File: src/rtl/mips_pkg.sv
// Shared constants and types for the multicycle MIPS main control unit.
package mips_pkg;

  localparam int unsigned OP_W    = 6;
  localparam int unsigned FUNCT_W = 6;
  localparam int unsigned ALU_W   = 4;
  localparam int unsigned SEL_W   = 2;

  // Opcodes (IR[31:26])
  localparam logic [OP_W-1:0] OP_RTYPE = 6'b000000;
  localparam logic [OP_W-1:0] OP_J     = 6'b000010;
  localparam logic [OP_W-1:0] OP_BEQ   = 6'b000100;
  localparam logic [OP_W-1:0] OP_ADDI  = 6'b001000;
  localparam logic [OP_W-1:0] OP_ANDI  = 6'b001100;
  localparam logic [OP_W-1:0] OP_ORI   = 6'b001101;
  localparam logic [OP_W-1:0] OP_LW    = 6'b100011;
  localparam logic [OP_W-1:0] OP_SW    = 6'b101011;

  // R-type funct codes (IR[5:0])
  localparam logic [FUNCT_W-1:0] FN_ADD = 6'b100000;
  localparam logic [FUNCT_W-1:0] FN_SUB = 6'b100010;
  localparam logic [FUNCT_W-1:0] FN_AND = 6'b100100;
  localparam logic [FUNCT_W-1:0] FN_OR  = 6'b100101;
  localparam logic [FUNCT_W-1:0] FN_NOR = 6'b100111;
  localparam logic [FUNCT_W-1:0] FN_SLT = 6'b101010;

  // ALU operation encodings
  localparam logic [ALU_W-1:0] ALU_AND = 4'b0000;
  localparam logic [ALU_W-1:0] ALU_OR  = 4'b0001;
  localparam logic [ALU_W-1:0] ALU_ADD = 4'b0010;
  localparam logic [ALU_W-1:0] ALU_SUB = 4'b0110;
  localparam logic [ALU_W-1:0] ALU_SLT = 4'b0111;
  localparam logic [ALU_W-1:0] ALU_NOR = 4'b1100;

  // alu_src_b selects
  localparam logic [SEL_W-1:0] SRC_B_REG    = 2'b00;
  localparam logic [SEL_W-1:0] SRC_B_FOUR   = 2'b01;
  localparam logic [SEL_W-1:0] SRC_B_IMM    = 2'b10;
  localparam logic [SEL_W-1:0] SRC_B_IMM_SH = 2'b11;

  // pc_source selects
  localparam logic [SEL_W-1:0] PC_SRC_ALU    = 2'b00;
  localparam logic [SEL_W-1:0] PC_SRC_ALUOUT = 2'b01;
  localparam logic [SEL_W-1:0] PC_SRC_JUMP   = 2'b10;

  typedef enum logic [3:0] {
    ST_FETCH,
    ST_DECODE,
    ST_MEM_ADDR,
    ST_MEM_RD,
    ST_MEM_WB,
    ST_MEM_WR,
    ST_R_EXEC,
    ST_R_WB,
    ST_I_EXEC,
    ST_I_WB,
    ST_BRANCH,
    ST_JUMP
  } state_e;

  // How the ALU operation is chosen in the current state
  typedef enum logic [1:0] {
    ALU_CLS_ADD,
    ALU_CLS_SUB,
    ALU_CLS_RTYPE,
    ALU_CLS_ITYPE
  } alu_class_e;

  // True for the immediate-ALU opcodes handled by I_EXEC
  function automatic logic is_itype(input logic [OP_W-1:0] op);
    return (op == OP_ADDI) || (op == OP_ANDI) || (op == OP_ORI);
  endfunction

endpackage

File: src/rtl/mips_alu_decoder.sv
// Maps (state class, opcode, funct) to the ALU operation and flags valid R-type functs.
module mips_alu_decoder
  import mips_pkg::*;
(
  input  alu_class_e         cls,
  input  logic [OP_W-1:0]    opcode,
  input  logic [FUNCT_W-1:0] funct,
  output logic [ALU_W-1:0]   alu_control,
  output logic               funct_valid
);

  // Funct validity is independent of state; only R_EXEC acts on it
  always_comb begin
    funct_valid = 1'b1;
    case (funct)
      FN_ADD, FN_SUB, FN_AND, FN_OR, FN_NOR, FN_SLT: funct_valid = 1'b1;
      default:                                      funct_valid = 1'b0;
    endcase
  end

  // ALU operation select; unsupported codes fall back to add
  always_comb begin
    alu_control = ALU_ADD;
    case (cls)
      ALU_CLS_SUB: alu_control = ALU_SUB;
      ALU_CLS_RTYPE: begin
        case (funct)
          FN_SUB:  alu_control = ALU_SUB;
          FN_AND:  alu_control = ALU_AND;
          FN_OR:   alu_control = ALU_OR;
          FN_NOR:  alu_control = ALU_NOR;
          FN_SLT:  alu_control = ALU_SLT;
          default: alu_control = ALU_ADD;
        endcase
      end
      ALU_CLS_ITYPE: begin
        case (opcode)
          OP_ANDI: alu_control = ALU_AND;
          OP_ORI:  alu_control = ALU_OR;
          default: alu_control = ALU_ADD;
        endcase
      end
      default: alu_control = ALU_ADD;
    endcase
  end

endmodule

File: src/rtl/mips_mc_control.sv
// Multicycle MIPS main control FSM: sequences fetch/decode/execute/memory/writeback.
module mips_mc_control
  import mips_pkg::*;
(
  input  logic               clk,
  input  logic               rst_n,
  input  logic [OP_W-1:0]    opcode,
  input  logic [FUNCT_W-1:0] funct,
  input  logic               alu_zero,
  input  logic               mem_ready,
  output logic [ALU_W-1:0]   alu_control,
  output logic               alu_src_a,
  output logic [SEL_W-1:0]   alu_src_b,
  output logic               pc_write,
  output logic               pc_write_cond,
  output logic [SEL_W-1:0]   pc_source,
  output logic               i_or_d,
  output logic               mem_read,
  output logic               mem_write,
  output logic               ir_write,
  output logic               reg_write,
  output logic               reg_dst,
  output logic               mem_to_reg,
  output logic               illegal
);

  state_e     state;
  state_e     state_next;
  alu_class_e alu_cls;
  logic       funct_valid;
  logic       fetch_done;

  // alu_zero is qualified with pc_write_cond inside the datapath
  logic unused_alu_zero;
  assign unused_alu_zero = alu_zero;

  // Reset gating keeps the Mealy fetch enables low while rst_n is asserted
  assign fetch_done = mem_ready & rst_n;

  // State register
  always_ff @(posedge clk or negedge rst_n) begin
    if (!rst_n) state <= ST_FETCH;
    else        state <= state_next;
  end

  // ALU operation class for the current state
  always_comb begin
    alu_cls = ALU_CLS_ADD;
    case (state)
      ST_R_EXEC, ST_R_WB: alu_cls = ALU_CLS_RTYPE;
      ST_I_EXEC:          alu_cls = ALU_CLS_ITYPE;
      ST_BRANCH:          alu_cls = ALU_CLS_SUB;
      default:            alu_cls = ALU_CLS_ADD;
    endcase
  end

  mips_alu_decoder u_alu_dec (
    .cls         (alu_cls),
    .opcode      (opcode),
    .funct       (funct),
    .alu_control (alu_control),
    .funct_valid (funct_valid)
  );

  // Next-state and datapath control decode
  always_comb begin
    state_next    = state;
    alu_src_a     = 1'b0;
    alu_src_b     = SRC_B_REG;
    pc_write      = 1'b0;
    pc_write_cond = 1'b0;
    pc_source     = PC_SRC_ALU;
    i_or_d        = 1'b0;
    mem_read      = 1'b0;
    mem_write     = 1'b0;
    ir_write      = 1'b0;
    reg_write     = 1'b0;
    reg_dst       = 1'b0;
    mem_to_reg    = 1'b0;
    illegal       = 1'b0;

    case (state)
      ST_FETCH: begin
        mem_read  = 1'b1;
        alu_src_b = SRC_B_FOUR;
        ir_write  = fetch_done;
        pc_write  = fetch_done;
        if (mem_ready) state_next = ST_DECODE;
      end
      ST_DECODE: begin
        alu_src_b = SRC_B_IMM_SH;
        if ((opcode == OP_LW) || (opcode == OP_SW)) state_next = ST_MEM_ADDR;
        else if (opcode == OP_RTYPE)                state_next = ST_R_EXEC;
        else if (is_itype(opcode))                  state_next = ST_I_EXEC;
        else if (opcode == OP_BEQ)                  state_next = ST_BRANCH;
        else if (opcode == OP_J)                    state_next = ST_JUMP;
        else begin
          illegal    = 1'b1;
          state_next = ST_FETCH;
        end
      end
      ST_MEM_ADDR: begin
        alu_src_a  = 1'b1;
        alu_src_b  = SRC_B_IMM;
        state_next = (opcode == OP_LW) ? ST_MEM_RD : ST_MEM_WR;
      end
      ST_MEM_RD: begin
        mem_read = 1'b1;
        i_or_d   = 1'b1;
        if (mem_ready) state_next = ST_MEM_WB;
      end
      ST_MEM_WB: begin
        reg_write  = 1'b1;
        mem_to_reg = 1'b1;
        state_next = ST_FETCH;
      end
      ST_MEM_WR: begin
        mem_write = 1'b1;
        i_or_d    = 1'b1;
        if (mem_ready) state_next = ST_FETCH;
      end
      ST_R_EXEC: begin
        alu_src_a = 1'b1;
        if (funct_valid) state_next = ST_R_WB;
        else begin
          illegal    = 1'b1;
          state_next = ST_FETCH;
        end
      end
      ST_R_WB: begin
        reg_write  = 1'b1;
        reg_dst    = 1'b1;
        state_next = ST_FETCH;
      end
      ST_I_EXEC: begin
        alu_src_a  = 1'b1;
        alu_src_b  = SRC_B_IMM;
        state_next = ST_I_WB;
      end
      ST_I_WB: begin
        reg_write  = 1'b1;
        state_next = ST_FETCH;
      end
      ST_BRANCH: begin
        alu_src_a     = 1'b1;
        pc_write_cond = 1'b1;
        pc_source     = PC_SRC_ALUOUT;
        state_next    = ST_FETCH;
      end
      ST_JUMP: begin
        pc_write   = 1'b1;
        pc_source  = PC_SRC_JUMP;
        state_next = ST_FETCH;
      end
      default: state_next = ST_FETCH;
    endcase
  end

endmodule

File: config.mk
export PLATFORM = sky130hd
export DESIGN_NAME = mips_mc_control
export DESIGN_NICKNAME = d
export VERILOG_FILES = /design/src/rtl/mips_pkg.sv /design/src/rtl/mips_alu_decoder.sv /design/src/rtl/mips_mc_control.sv
export SDC_FILE = /design/constraint.sdc
export NUM_CORES = 1
export LEC_CHECK = 0
export ABC_AREA = 0
export CAP_MARGIN = 20
export CORE_MARGIN = 2
export CORE_UTILIZATION = 40
export CTS_CLUSTER_SIZE = 30
export DETAILED_ROUTE_END_ITERATION = 7
export PLACE_DENSITY = 0.8
export SETUP_SLACK_MARGIN = 0.4
export SYNTH_ARGS = -nofsm -noshare
export SYNTH_HDL_FRONTEND = slang
export SYNTH_HIERARCHICAL = 1
export SYNTH_SLANG_ARGS = --single-unit
File: constraint.sdc
create_clock -name clk -period 2.4 [get_ports clk]
set_input_delay 0.6 -clock clk [delete_from_list [all_inputs] [get_ports clk]]
set_output_delay 0.6 -clock clk [all_outputs]
set_load 0.05 [all_outputs]
==> results of run 1 <==
[kinds of logic after synthesis]
family,count (synthesis),synth area share [%]
muxes,2,3.56
xor gates and xnor gates,1,1.25
DFF,4,14.2
AOI/OAI and AO/OA,30,31.7
and+or+nand+nor,53,42.3
buffers and inverters,10,6.94
[metrics by stage]
step | cells | hold slack, ns | setup WS, ns | util (%) | area, µm²
after global placement | 170 | 0.707 | -0.517 | 93.3 | 1580
after detailed placement | 170 | 0.709 | -0.582 | 93.3 | 1580
after floorplan | 100 | 0.304 | 0.0901 | - | 913
==> flow_summary.ini, run 1 <==
[run_status]
status = stopped before the end
haltStage = 4_1_cts
tool.error = [ERROR DPL-0038] Utilization greater than 100%, impossible to legalize

[yosys]
synth_seq_cells = 4
synth_edf_count = 0
ys_warn_count = 6
synth_commonest_cells = nor2_1 (15), nand2_1 (9), a21oi_1 (5), nand2b_1 (5)
syn-cell-area_um2 = 703
async_flop_share_pct = 100
synth_nets = 116
synth_top_area_share_pct = 14.2
synth.avg_cell_area_um2 = 7.03
ys_seq_area_share_pct = 14.2
ys.flop_type = dfrtp_1
synth_top_area_cell = dfrtp_1
yosysUniqueCellTypes = 43
netlist_top_cells_area = dfrtp_1 (14%), nor2_1 (8.0%), nand2_1 (4.8%)
synth.most_common_cell = nor2_1
synthCells = 100

[clock_network]
cts_setup_buffers = 15
postCtsHoldBufs = 0
ctsResizeCount = 91
root_buffer = clkbuf_4
cts.sinks = 4
cts_made_buffers = 3
htree_levels = 1
clockBufferDepth = 2

[floorplan]
rows = 15
fp.dieH_um = 45.9
io_pins = 35
die-width_um = 45.9
initial_core_util_pct = 41.6

[place]
place_congestion = 0.818
dp_hpwl_um = 2680
port_buffers = 33
==> run 2, diff against run 1 <==
CORE_AREA = 2 2 63 65   (was default)
CORE_MARGIN = default   (was 2)
CORE_UTILIZATION = default   (was 40)
CTS_CLUSTER_SIZE = default   (was 30)
DIE_AREA = 0 0 65 67   (was default)
PLACE_DENSITY = default   (was 0.8)
PLACE_DENSITY_LB_ADDON = 0.15   (was default)
SETUP_SLACK_MARGIN = default   (was 0.4)
==> run 2 against run 1 <==
Against the previous run:
- the flow now finishes, with violations (setup timing)
- synthesized cell count stayed put
- synthesized area stayed put
==> flow_summary.ini, run 2 <==
[layout]
areaGrowthSynthToFinish_pct = 138
layout.nets = 180
largest_register_ffs = 4
registers.top_by_ff_count = state
drive_above_1_share_pct = 53.7
n_antenna_cell = 0
reg_top3 = state: 4 flops
mostFrequentLayoutCells = buf_4 (30), buf_12 (17), nor2_1 (13)
final_common_cell = buf_4

[yosys]
yosysUniqueCellTypes = 43
synth.avg_cell_area_um2 = 7.03
synthCells = 100
ys_seq_area_share_pct = 14.2
ys.flop_type = dfrtp_1
syn-cell-area_um2 = 703
synth_edf_count = 0
async_flop_share_pct = 100
synth_top_area_share_pct = 14.2
synth_commonest_cells = nor2_1 (15), nand2_1 (9), a21oi_1 (5), nand2b_1 (5)
synth_nets = 116
ys_warn_count = 6
synth.most_common_cell = nor2_1
synth_top_area_cell = dfrtp_1
netlist_top_cells_area = dfrtp_1 (14%), nor2_1 (8.0%), nand2_1 (4.8%)
synth_seq_cells = 4

[sta]
finClkSkew_ns = 0.00120
tns_ns = -0.0312
post-route-min-period_ns = 2.43
setup_viol = 1
final_hold_viol_count = 0
worstMarginPinSlew_ns = 0.459
period_share_pct = 101
relSlewSlack_pct = 69.2
max_freq_mhz = 411
rsz0062_at_grt = yes
setup_ws_ns = -0.0312
drv_slew = 0

[critical_path]
cp_slowest_stage_delay_ns = 0.53
cpMostUsedCell = buf_6
reg2regPathDepth = 6
cp.depth = 6
crit_family = simple AND/OR/NAND/NOR gates
slowest_stage = or4b_4
crit_path_start_kind = input pin
path_buf_inv = 3
worstPathRequired_ns = 1.80
critPathKind = in -> out
crit_chain = buf_6, or4b_4, a311oi_2, buf_4, o32ai_4, buf_6
end_kind = output pin
worstPathArrival_ns = 1.83
critical_path.startpoint = opcode[2]
cp_max_fo = 2
reg2reg_from = state[1]

[run_status]
violations = setup timing
status = finished, violations left

[route]
drc_errors = 0
viasPerCell = 4.78
drtIter0Drc = 36
drt-wirelength-per-cell_um = 13.7
drt-total-wl_um = 2870
ant_nets = 0
num_vias = 1003
drtPass1Iterations = 4

[floorplan]
rows = 22
io_pins = 35
coreArea_um2 = 3610
die-width_um = 65
fp.dieH_um = 67
die_area_um2 = 4360
initial_core_util_pct = 19.5

[global_routing]
grt_max_degree = 13
grt-ovfl-total = 0
grt_pass1_vias = 1011
grt_pass1_wl_um = 4660
antenna_found_initial = 0
track_usage_pct = 13.4

[clock_network]
htree_levels = 1
clk_pin_slew_ns = 0.03
clockBufferDepth = 2
cts_tree = done
clk_latency_ns = 0.21
root_buffer = clkbuf_8
cts_made_buffers = 3
cts.sinks = 4

[place]
dp_hpwl_um = 2180
port_buffers = 33
place_congestion = 0.870
place_ws_ns = -0.500

[job]
drv_cap = 0

[hold_path]
min_path_type = in -> async

[power_and_ir_drop]
p_leak_nw = 0.680
powerDensity_nw_per_um2 = 789
peakVddDrop_uv = 350
run 2: kinds of logic (layout without fill, tap and decap cells):
group | after synthesis | after routing | share of synthesized area, %
flops | 4 | 4 | 14.2
mux | 2 | 2 | 3.56
simple gates | 53 | 53 | 42.3
compound gates | 30 | 30 | 31.7
xor+xnor | 1 | 1 | 1.25
buf+inv | 10 | 72 | 6.94
run 2: report_power, final:
group          switching [mW]  leakage (nW)  total [mW]  internal (mW)
registers              0.0196        0.0533       0.105         0.0855
clock network          0.0317        0.0216       0.138          0.107
logic                   0.584         0.605        1.08          0.494
run 2: layout make-up:
| class | instances | area [µm²] |
|---|---|---|
| Timing Repair Buffer | 66 | 751 |
| Tap cell | 48 | 60.1 |
| Inverter | 3 | 11.3 |
| Fill cell | 360 | 1930 |
| Clock buffer | 3 | 41.3 |
| Sequential cell | 4 | 100 |
| Multi-Input combinational cell | 86 | 711 |
run 2: worst paths after layout:
check,endpoint,slack (ns)
min in group clk,state[2],0.73
max in group asynchronous,state[2],1.61
max reg2reg,state[0],0.75
min reg2reg,state[2],0.73
min,state[0],0.69
max,illegal,-0.03
run 2: repair_timing:
action | in CTS | in global routing
pin swaps | 6 | 9
gates resized for setup | 42 | 19
hold buffers | 0 | 0
setup endpoints to repair | 5 | 6
buffers inserted | 2 | 1
run 2: through the flow:
stage	std cells	hold WS, ns	utilization, %	total power, mW	cell area (µm²)
2_1_floorplan	100	0.304	-	0.645	728
3_3_place_gp	204	0.632	40.8	1.09	1470
3_5_place_dp	204	0.629	40.8	1.10	1470
4_1_cts	209	0.640	43.6	1.29	1570
5_1_grt	210	0.693	46.4	1.40	1670
6_report	210	0.688	46.4	1.32	1670
run 2: routing by layer:
metal,routed length [µm],up-vias,track usage [%]
met5,0,-,0
met4,0,0,3.19
li1,-,508,-
met1,1190,466,16.2
met3,131,0,1.69
met2,1560,29,25.1
Power figures use the tool's default switching activity.
